File: src/rtl/i2c_slave_pkg.sv
// i2c_slave_pkg: shared FSM states, bus constants and pointer arithmetic for the I2C register slave
package i2c_slave_pkg;
  typedef enum logic [2:0] {
    IDLE,
    ADDR,
    ADDR_ACK,
    WR_BYTE,
    WR_ACK,
    RD_BYTE,
    RD_ACK,
    IGNORE
  } state_e;
  localparam logic ACK_LVL = 1'b0;
  localparam int BIT_CNT_W = 4;
  // Pointer advances by one; anything at or past the status register wraps back to register 0.
  function automatic logic [7:0] ptr_next(input logic [7:0] ptr, input int num_regs);
    return (int'(ptr) >= num_regs) ? 8'd0 : ptr + 8'd1;
  endfunction
endpackage

File: src/rtl/i2c_slave_regfile_line_filter.sv
// i2c_line_filter: pad synchronizer plus run-length glitch filter with one-cycle edge pulses
module i2c_line_filter
  import i2c_slave_pkg::*;
#(
  parameter int FILTER_LEN = 3
) (
  input  logic clk,
  input  logic reset,
  input  logic pad_in,
  output logic level,
  output logic rise,
  output logic fall
);
  localparam int CW = $clog2(FILTER_LEN + 1);
  logic [1:0] sync_q, sync_d;
  logic [CW-1:0] cnt_q, cnt_d;
  logic level_q, level_d, rise_q, rise_d, fall_q, fall_d;
  // Count consecutive synchronized samples that disagree with the filtered level; flip after FILTER_LEN.
  always_comb begin
    sync_d = {sync_q[0], pad_in};
    cnt_d = '0;
    level_d = level_q;
    rise_d = 1'b0;
    fall_d = 1'b0;
    if (sync_q[1] != level_q) begin
      if (cnt_q == CW'(FILTER_LEN - 1)) begin
        level_d = sync_q[1];
        rise_d = sync_q[1];
        fall_d = ~sync_q[1];
      end else cnt_d = cnt_q + 1'b1;
    end
  end
  // Filter state registers; the idle bus level is high.
  always_ff @(posedge clk or posedge reset) begin
    if (reset) begin
      sync_q <= 2'b11;
      cnt_q <= '0;
      level_q <= 1'b1;
      rise_q <= 1'b0;
      fall_q <= 1'b0;
    end else begin
      sync_q <= sync_d;
      cnt_q <= cnt_d;
      level_q <= level_d;
      rise_q <= rise_d;
      fall_q <= fall_d;
    end
  end
  assign level = level_q;
  assign rise = rise_q;
  assign fall = fall_q;
endmodule

File: src/rtl/i2c_slave_regfile.sv
// i2c_slave_regfile: I2C slave exposing an 8-bit register bank plus a read-only status register
module i2c_slave_regfile
  import i2c_slave_pkg::*;
#(
  parameter logic [6:0] I2C_ADDR = 7'h42,
  parameter int NUM_REGS = 8,
  parameter int FILTER_LEN = 3
) (
  input  logic clk,
  input  logic reset,
  input  logic scl_in,
  input  logic sda_in,
  output logic sda_oe,
  output logic [NUM_REGS*8-1:0] reg_out,
  input  logic [7:0] stat_in,
  output logic wr_strobe,
  output logic [$clog2(NUM_REGS+1)-1:0] wr_index,
  output logic busy
);
  localparam int IW = $clog2(NUM_REGS + 1);
  localparam int RW = (NUM_REGS > 1) ? $clog2(NUM_REGS) : 1;
  localparam logic [BIT_CNT_W-1:0] FULL = BIT_CNT_W'(8);
  state_e state_q, state_d;
  logic [BIT_CNT_W-1:0] cnt_q, cnt_d;
  logic [7:0] shift_q, shift_d, tx_q, tx_d, ptr_q, ptr_d, rd_byte;
  logic [7:0] regs_q [NUM_REGS];
  logic [7:0] regs_d [NUM_REGS];
  logic [IW-1:0] wr_index_q, wr_index_d;
  logic sda_oe_q, sda_oe_d, busy_q, busy_d, wr_strobe_q, wr_strobe_d;
  logic first_q, first_d, rw_q, rw_d;
  logic scl_lvl, scl_rise, scl_fall, sda_lvl, sda_rise, sda_fall;
  logic start_c, stop_c, in_range;
  i2c_line_filter #(.FILTER_LEN(FILTER_LEN)) u_scl (
    .clk(clk), .reset(reset), .pad_in(scl_in), .level(scl_lvl), .rise(scl_rise), .fall(scl_fall)
  );
  i2c_line_filter #(.FILTER_LEN(FILTER_LEN)) u_sda (
    .clk(clk), .reset(reset), .pad_in(sda_in), .level(sda_lvl), .rise(sda_rise), .fall(sda_fall)
  );
  assign start_c = sda_fall & scl_lvl;
  assign stop_c = sda_rise & scl_lvl;
  assign in_range = int'(ptr_q) < NUM_REGS;
  assign rd_byte = in_range ? regs_q[ptr_q[RW-1:0]] : (int'(ptr_q) == NUM_REGS) ? stat_in : 8'hFF;
  // Bus protocol sequencing: START/STOP win over SCL edges; bits sampled on rise, SDA driven on fall.
  always_comb begin
    state_d = state_q;
    cnt_d = cnt_q;
    shift_d = shift_q;
    tx_d = tx_q;
    ptr_d = ptr_q;
    regs_d = regs_q;
    sda_oe_d = sda_oe_q;
    busy_d = busy_q;
    wr_strobe_d = 1'b0;
    wr_index_d = wr_index_q;
    first_d = first_q;
    rw_d = rw_q;
    if (stop_c) begin
      state_d = IDLE;
      sda_oe_d = 1'b0;
      busy_d = 1'b0;
    end else if (start_c) begin
      state_d = ADDR;
      cnt_d = '0;
      sda_oe_d = 1'b0;
    end else if (scl_rise) begin
      if ((state_q == ADDR || state_q == WR_BYTE) && cnt_q < FULL) begin
        shift_d = {shift_q[6:0], sda_lvl};
        cnt_d = cnt_q + 1'b1;
      end else if (state_q == RD_ACK && cnt_q == '0) begin
        if (sda_lvl == ACK_LVL) begin
          ptr_d = ptr_next(ptr_q, NUM_REGS);
          cnt_d = BIT_CNT_W'(1);
        end else state_d = IGNORE;
      end
    end else if (scl_fall) begin
      case (state_q)
        ADDR: if (cnt_q == FULL) begin
          rw_d = shift_q[0];
          sda_oe_d = shift_q[7:1] == I2C_ADDR;
          busy_d = busy_q | (shift_q[7:1] == I2C_ADDR);
          state_d = (shift_q[7:1] == I2C_ADDR) ? ADDR_ACK : IGNORE;
        end
        ADDR_ACK, RD_ACK: if (state_q == ADDR_ACK || cnt_q != '0) begin
          first_d = 1'b1;
          cnt_d = rw_q ? BIT_CNT_W'(1) : '0;
          sda_oe_d = rw_q & ~rd_byte[7];
          tx_d = {rd_byte[6:0], 1'b0};
          state_d = rw_q ? RD_BYTE : WR_BYTE;
        end
        WR_BYTE: if (cnt_q == FULL) begin
          sda_oe_d = 1'b1;
          state_d = WR_ACK;
          first_d = 1'b0;
          ptr_d = first_q ? shift_q : ptr_next(ptr_q, NUM_REGS);
          if (!first_q && in_range) begin
            regs_d[ptr_q[RW-1:0]] = shift_q;
            wr_strobe_d = 1'b1;
            wr_index_d = IW'(ptr_q);
          end
        end
        WR_ACK: begin
          sda_oe_d = 1'b0;
          cnt_d = '0;
          state_d = WR_BYTE;
        end
        RD_BYTE: begin
          sda_oe_d = (cnt_q == FULL) ? 1'b0 : ~tx_q[7];
          tx_d = {tx_q[6:0], 1'b0};
          cnt_d = (cnt_q == FULL) ? '0 : cnt_q + 1'b1;
          state_d = (cnt_q == FULL) ? RD_ACK : RD_BYTE;
        end
        default: ;
      endcase
    end
  end
  // Protocol state registers; reset clears the bank and releases SDA immediately.
  always_ff @(posedge clk or posedge reset) begin
    if (reset) begin
      state_q <= IDLE;
      cnt_q <= '0;
      shift_q <= '0;
      tx_q <= '0;
      ptr_q <= '0;
      regs_q <= '{default: '0};
      sda_oe_q <= 1'b0;
      busy_q <= 1'b0;
      wr_strobe_q <= 1'b0;
      wr_index_q <= '0;
      first_q <= 1'b0;
      rw_q <= 1'b0;
    end else begin
      state_q <= state_d;
      cnt_q <= cnt_d;
      shift_q <= shift_d;
      tx_q <= tx_d;
      ptr_q <= ptr_d;
      regs_q <= regs_d;
      sda_oe_q <= sda_oe_d;
      busy_q <= busy_d;
      wr_strobe_q <= wr_strobe_d;
      wr_index_q <= wr_index_d;
      first_q <= first_d;
      rw_q <= rw_d;
    end
  end
  for (genvar i = 0; i < NUM_REGS; i++) begin : g_out
    assign reg_out[8*i +: 8] = regs_q[i];
  end
  assign sda_oe = sda_oe_q;
  assign busy = busy_q;
  assign wr_strobe = wr_strobe_q;
  assign wr_index = wr_index_q;
endmodule

File: config.mk
export PLATFORM = sky130hd
export DESIGN_NAME = i2c_slave_regfile
export DESIGN_NICKNAME = d
export VERILOG_FILES = /design/src/rtl/i2c_slave_pkg.sv /design/src/rtl/i2c_slave_regfile_line_filter.sv /design/src/rtl/i2c_slave_regfile.sv
export SDC_FILE = /design/constraint.sdc
export NUM_CORES = 1
export LEC_CHECK = 0
export BUFFER_PORTS_ARGS = -buffer_cell sky130_fd_sc_hd__buf_4
export CAP_MARGIN = 30
export CORE_ASPECT_RATIO = 1.4
export CORE_MARGIN = 1
export CORE_UTILIZATION = 52
export CTS_BUF_LIST = sky130_fd_sc_hd__clkbuf_8 sky130_fd_sc_hd__clkbuf_16
export DETAILED_ROUTE_END_ITERATION = 16
export PLACE_DENSITY = 0.87
export SLEW_MARGIN = 20
export SYNTH_ARGS = -nofsm -noshare
export SYNTH_HDL_FRONTEND = slang
export SYNTH_SLANG_ARGS = --single-unit
File: constraint.sdc
create_clock -name clk -period 3.9 [get_ports clk]
set_input_delay 0.78 -clock clk [delete_from_list [all_inputs] [get_ports clk]]
set_output_delay 0.78 -clock clk [all_outputs]
set_load 0.005 [all_outputs]
# Word-level counts from Yosys, hierarchy flattened
# Cells that the tools add are included.
op_classes:
  muxes: 80
  n_bitwise: 12
  n_reduce_logical: 36
  add_sub_neg: 4
  order_cmp: 5
  eq_ne: 33
ops:
  columns: ["operator", "count"]
  rows:
  - ["8-bit 2-to-1 mux", 15]
  - ["64-bit bitwise mux", 1]
  - ["3-bit 2-to-1 mux", 12]
  - ["1-bit 2-to-1 mux", 32]
  - ["4-bit 2-to-1 mux", 8]
  - ["8-bit binary-select mux with 3-bit select", 1]
  - ["8-bit demux with 3-bit select", 1]
  - ["6-bit AND reduction", 4]
  - ["4-bit != test, second input constant", 5]
  - ["4-bit by 3-bit != test with 1-bit output, second input constant", 4]
  - ["8-bit case mux with 2 select lines", 1]
  - ["8-bit AND reduction", 2]
  - ["2-bit nonzero test", 8]
  - ["3-bit case mux with 5 select lines", 1]
  - ["7-bit AND reduction", 2]
  - ["4-bit case mux with 3 select lines", 1]
  - ["2-bit 2-to-1 mux", 5]
  - ["2-bit != test, second input constant", 5]
  - ["5-bit by 3-bit != test with 1-bit output, second input constant", 2]
  - ["3-bit == test, second input constant", 3]
  - ["8-bit by 1-bit adder with 8-bit output, second input constant", 1]
  - ["8-bit by 5-bit == test with 1-bit output, second input constant", 1]
  - ["8-bit by 4-bit >= comparator with 1-bit output, second input constant", 1]
  - ["8-bit by 4-bit less-than comparator with 1-bit output, second input constant", 1]
  - ["33 further kinds", 53]
totals:
  register_bits: 118
  word_cells: 199

# Depth between registers and ports, before layout
logic_depth:
  ltp_word: 13
  mapped_depth: 9

# Cells and area by module
# A second synthesis with hierarchy kept.
unflattened:
  hier_cells: 452
  area_unflattened_um2: 5681.7
by_module_without_submodules:
  columns: ["module", "instances", "area_each_um2", "cells_per_inst"]
  rows:
  - ["i2c_slave_regfile", 1, 5186.2, 422]
  - ["i2c_line_filter", 2, 247.7, 15]

# Worst setup path after synthesis
# OpenSTA, ideal clock, no wires.
synth_timing:
  kind: "reg2reg"
  start: "reg cnt_q[0]"
  end: "reg regs_q, in the netlist reg_out[32]"
  n_path_buf: 2
  setup_ns: 0.125
  period_less_slack_ns: 2.350
  arrival_ns: 2.226
  path_slack_ns: 1.550
  path_stages_with_launch: 10
  required_ns: 3.775
  cell_sequence: "dfrtp_1 > inv_1 > ha_1 > nand3b_1 > nor3_1 > and4_2 > buf_2 > and4_1 > buf_2 > mux2_2"
synth_between:
  elab_chain_cells: 2
synth_rtl:
  columns: ["element", "line_no", "rtl"]
  rows:
  - ["start, declared", "i2c_slave_regfile.sv:24", "logic [BIT_CNT_W-1:0] cnt_q, cnt_d;"]
  - ["start signal, assigned", "i2c_slave_regfile.sv:133", "cnt_q <= cnt_d;"]
  - ["4-bit == test", "i2c_slave_regfile.sv:90", "WR_BYTE: if (cnt_q == FULL) begin"]
  - ["7-bit AND reduction (no source line)", null, null]
  - ["end signal, assigned", "i2c_slave_regfile.sv:137", "regs_q <= regs_d;"]
  - ["end, declared", "i2c_slave_regfile.sv:26", "logic [7:0] regs_q [NUM_REGS];"]
# No other way between the ends.
# A chain may end at the register's enable or synchronous reset.

# Worst setup path after layout
layout_timing:
  start: "reg cnt_q[0]"
  end: "reg regs_q, in the netlist reg_out[7]"
# Same word-level chain as after synthesis.

==> flow_metrics.env <==
export IMPL_timing_rr_start="cnt_q[0]"
export IMPL_yosysTopAreaCell="dfrtp_1"
export IMPL_synth_area_leaders="dfrtp_1 (48%), mux2_2 (13%), mux4_2 (4.3%)"
export IMPL_areaGrowthSynthToFinish_pct=22.48
export IMPL_insertion_delay_ps=410
export IMPL_syn_area_sq_um=5772
export IMPL_powerDensity_nw_per_um2=432.5
export IMPL_yosysUniqueCellTypes=71
export IMPL_vias=4450
export IMPL_fp_dieH_microns=126.7
export IMPL_diodes=0
export IMPL_layout_nets=578
export IMPL_overflow=0
export IMPL_drt_iter0_drc=291
export IMPL_min_path_type="in -> async"
export IMPL_r2r_slack_ps=1000
export IMPL_rsz0062_at_grt="false"
export IMPL_io_pins=83
export IMPL_ctsHoldBuffers=0
export IMPL_finalHoldViolCount=0
export IMPL_tightest_slew_ps=861.4
export IMPL_fmax_ghz=0.3446
export IMPL_crit_type="reg -> reg"
export IMPL_p_leak_nw=3.359
export IMPL_root_buffer="clkbuf_16"
export IMPL_clk_pin_slew_ps=60
export IMPL_setup_viol=0
export IMPL_postCtsSetupRepairBufs=0
export IMPL_grt_max_degree=70
export IMPL_cp_start_kind="flop"
export IMPL_final_util_pct=65.39
export IMPL_async_flop_share_pct=100.0
export IMPL_syn_inst=487
export IMPL_start_util_pct=53.39
export IMPL_r2r_cells=7
export IMPL_fin_crit_ps=2902
export IMPL_drtPass1Iterations=5
export IMPL_hpwl_microns=10610
export IMPL_htreeDepth=4
export IMPL_portBuffers=82
export IMPL_yosysSeqAreaShare_pct=50.86
export IMPL_layout_setup_ws_ps=998.0
export IMPL_rows=45
export IMPL_synth_edf_count=0
export IMPL_wl_per_cell_microns=21.83
export IMPL_syn_nets=503
export IMPL_fin_crit_sh_pct=74.41
export IMPL_clockBufferDepth=2
export IMPL_antenna_found_initial=0
export IMPL_crit_path_end_kind="flop"
export IMPL_die_w_microns=91.04
export IMPL_fill_cells=786
export IMPL_finClkSkew_ps=8.541
export IMPL_status="completed"
export IMPL_final_layout_size_suffix_gt1_share_pct=40.24
export IMPL_cts_buffers=17
export IMPL_ant_nets=0
export IMPL_grtUsageTotal_pct=28.82
export IMPL_ys_ff_latch=117
export IMPL_ir_drop_v=0.0004115
export IMPL_crit_arrival_ps=3190
export IMPL_cts_tree="built"
export IMPL_slew_violations=0
export IMPL_fin_hold_ws_ps=270.8
export IMPL_ys_warnings_count=0
export IMPL_tns_ps=0
export IMPL_grt_pass1_wl_microns=25330
export IMPL_grt_pass1_vias=4672
export IMPL_avgSynthCellArea_sq_um=11.85
export IMPL_yosysMostFrequentCell="dfrtp_1"
export IMPL_dpl_worst_slack_ps=1129
export IMPL_via_per_inst=6.224
export IMPL_dieArea_sq_um=11530
export IMPL_cap_violations=0
export IMPL_cts_sinks=117
export IMPL_drc_errors=0
export IMPL_wl_microns=15610
export IMPL_worst_endpoint_required_ps=4190
export IMPL_regToRegEndpoint="reg_out[7]"
export IMPL_total_power_mw=3.057
export IMPL_gp_congestion=0.9067
export IMPL_cp_max_fo=8
export IMPL_fp_coreArea_sq_um=10810
export IMPL_yosysTopAreaCellShare_pct=48.12
export IMPL_yosys_most_used_dff="dfrtp_1"
export IMPL_slew_headroom_pct=41.79
export IMPL_cts_resized=0
export IMPL_synth_common_cells="dfrtp_1 (111), mux2_2 (69), nand2_1 (41)"
[critical path: stages (launching register included)]
cell and delay (ps):
dfrtp_1 420, inv_1 90, ha_1 200, nand3b_1 200, nor3_1 520, and4_2 410
and3_1 550, mux2_2 400
[cells in the final DEF, fill, tap and decap left out, types with 4 or more instances in the layout]
master / instances
a211oi_1: 8
a21oi_1: 17
a31oi_1: 5
buf_4: 88
clkbuf_16: 17
clkinv_2: 5
dfrtp_1: 111
dfstp_2: 6
ha_1: 4
inv_1: 11
mux2_2: 69
mux2_4: 8
mux2i_1: 5
mux4_2: 11
nand2_1: 41
nand2b_1: 8
nand3_1: 11
nand3b_1: 5
nor2_1: 21
nor2b_1: 7
nor3_1: 8
nor3b_1: 4
o211ai_1: 4
o21ai_0: 21
or3_1: 4
[flip-flops by register name (all words and copies together) (netlist names)]
| register | flops |
|---|---|
| reg_out | 64 |
| first_q | 1 |
| u_sda.sync_q | 2 |
| state_q | 3 |
| u_sda.rise | 1 |
| sda_oe | 1 |
| u_scl.cnt_q | 2 |
| u_scl.fall | 1 |
| wr_index | 4 |
| u_scl.rise | 1 |
| u_sda.cnt_q | 2 |
| u_scl.level | 1 |
| u_sda.level | 1 |
| cnt_q | 4 |
| busy | 1 |
| ptr_q | 8 |
| rw_q | 1 |
| u_scl.sync_q | 2 |
| u_sda.fall | 1 |
| wr_strobe | 1 |
| shift_q | 8 |
| tx_q | 7 |
[layout make-up]
class / instances / area (sq um) / share of cell area, %
Sequential cell: 117 / 2935 / 41.52
Clock inverter: 13 / 133.9 / 1.894
Multi-Input combinational cell: 324 / 2645 / 37.42
Inverter: 13 / 51.30 / 0.7257
Clock buffer: 18 / 439.2 / 6.212
Timing Repair Buffer: 89 / 688.2 / 9.735
Tap cell: 141 / 176.4 / 2.496
[kinds of logic after synthesis]
kind of cell | after synthesis | synth area share [%]
AOI/OAI and AO/OA | 83 | 9.582
adders and majority gates | 4 | 0.8671
buffers and inverters | 46 | 3.317
DFF | 117 | 50.86
muxes | 93 | 20.70
and+or+nand+nor | 144 | 14.68
[report_power, final]
part	switching [mW]	internal [mW]	total (mW)
clock network	0.553	0.949	1.50
registers	0.0866	1.28	1.36
logic	0.107	0.0856	0.193
total	0.747	2.31	3.06
[how the worst max path moves through the flow]
stage / to / from / cells after the start
floorplan: busy / reset / 1
global placement: reg_out[6] / cnt_q[0] / 7
global route: reg_out[52] / cnt_q[0] / 7
CTS: reg_out[48] / cnt_q[0] / 7
detailed placement: reg_out[38] / cnt_q[0] / 7
finish: reg_out[7] / cnt_q[0] / 7
[metrics by stage]
step           instance area (sq um)  instances
2_1_floorplan                   5772        487
3_3_place_gp                    6469        683
3_5_place_dp                    6469        683
4_1_cts                         7042        714
5_1_grt                         7069        715
6_report                        7069        715
[routing by layer]
metal  global-route usage, %  wire (microns)  vias up
met5                       0               0        -
met4                   15.78             670        0
met3                   7.494            1103       53
met2                   48.75            8058      235
met1                   33.41            5771     2230
li1                        -               -     1932
Power figures use the tool's default switching activity.
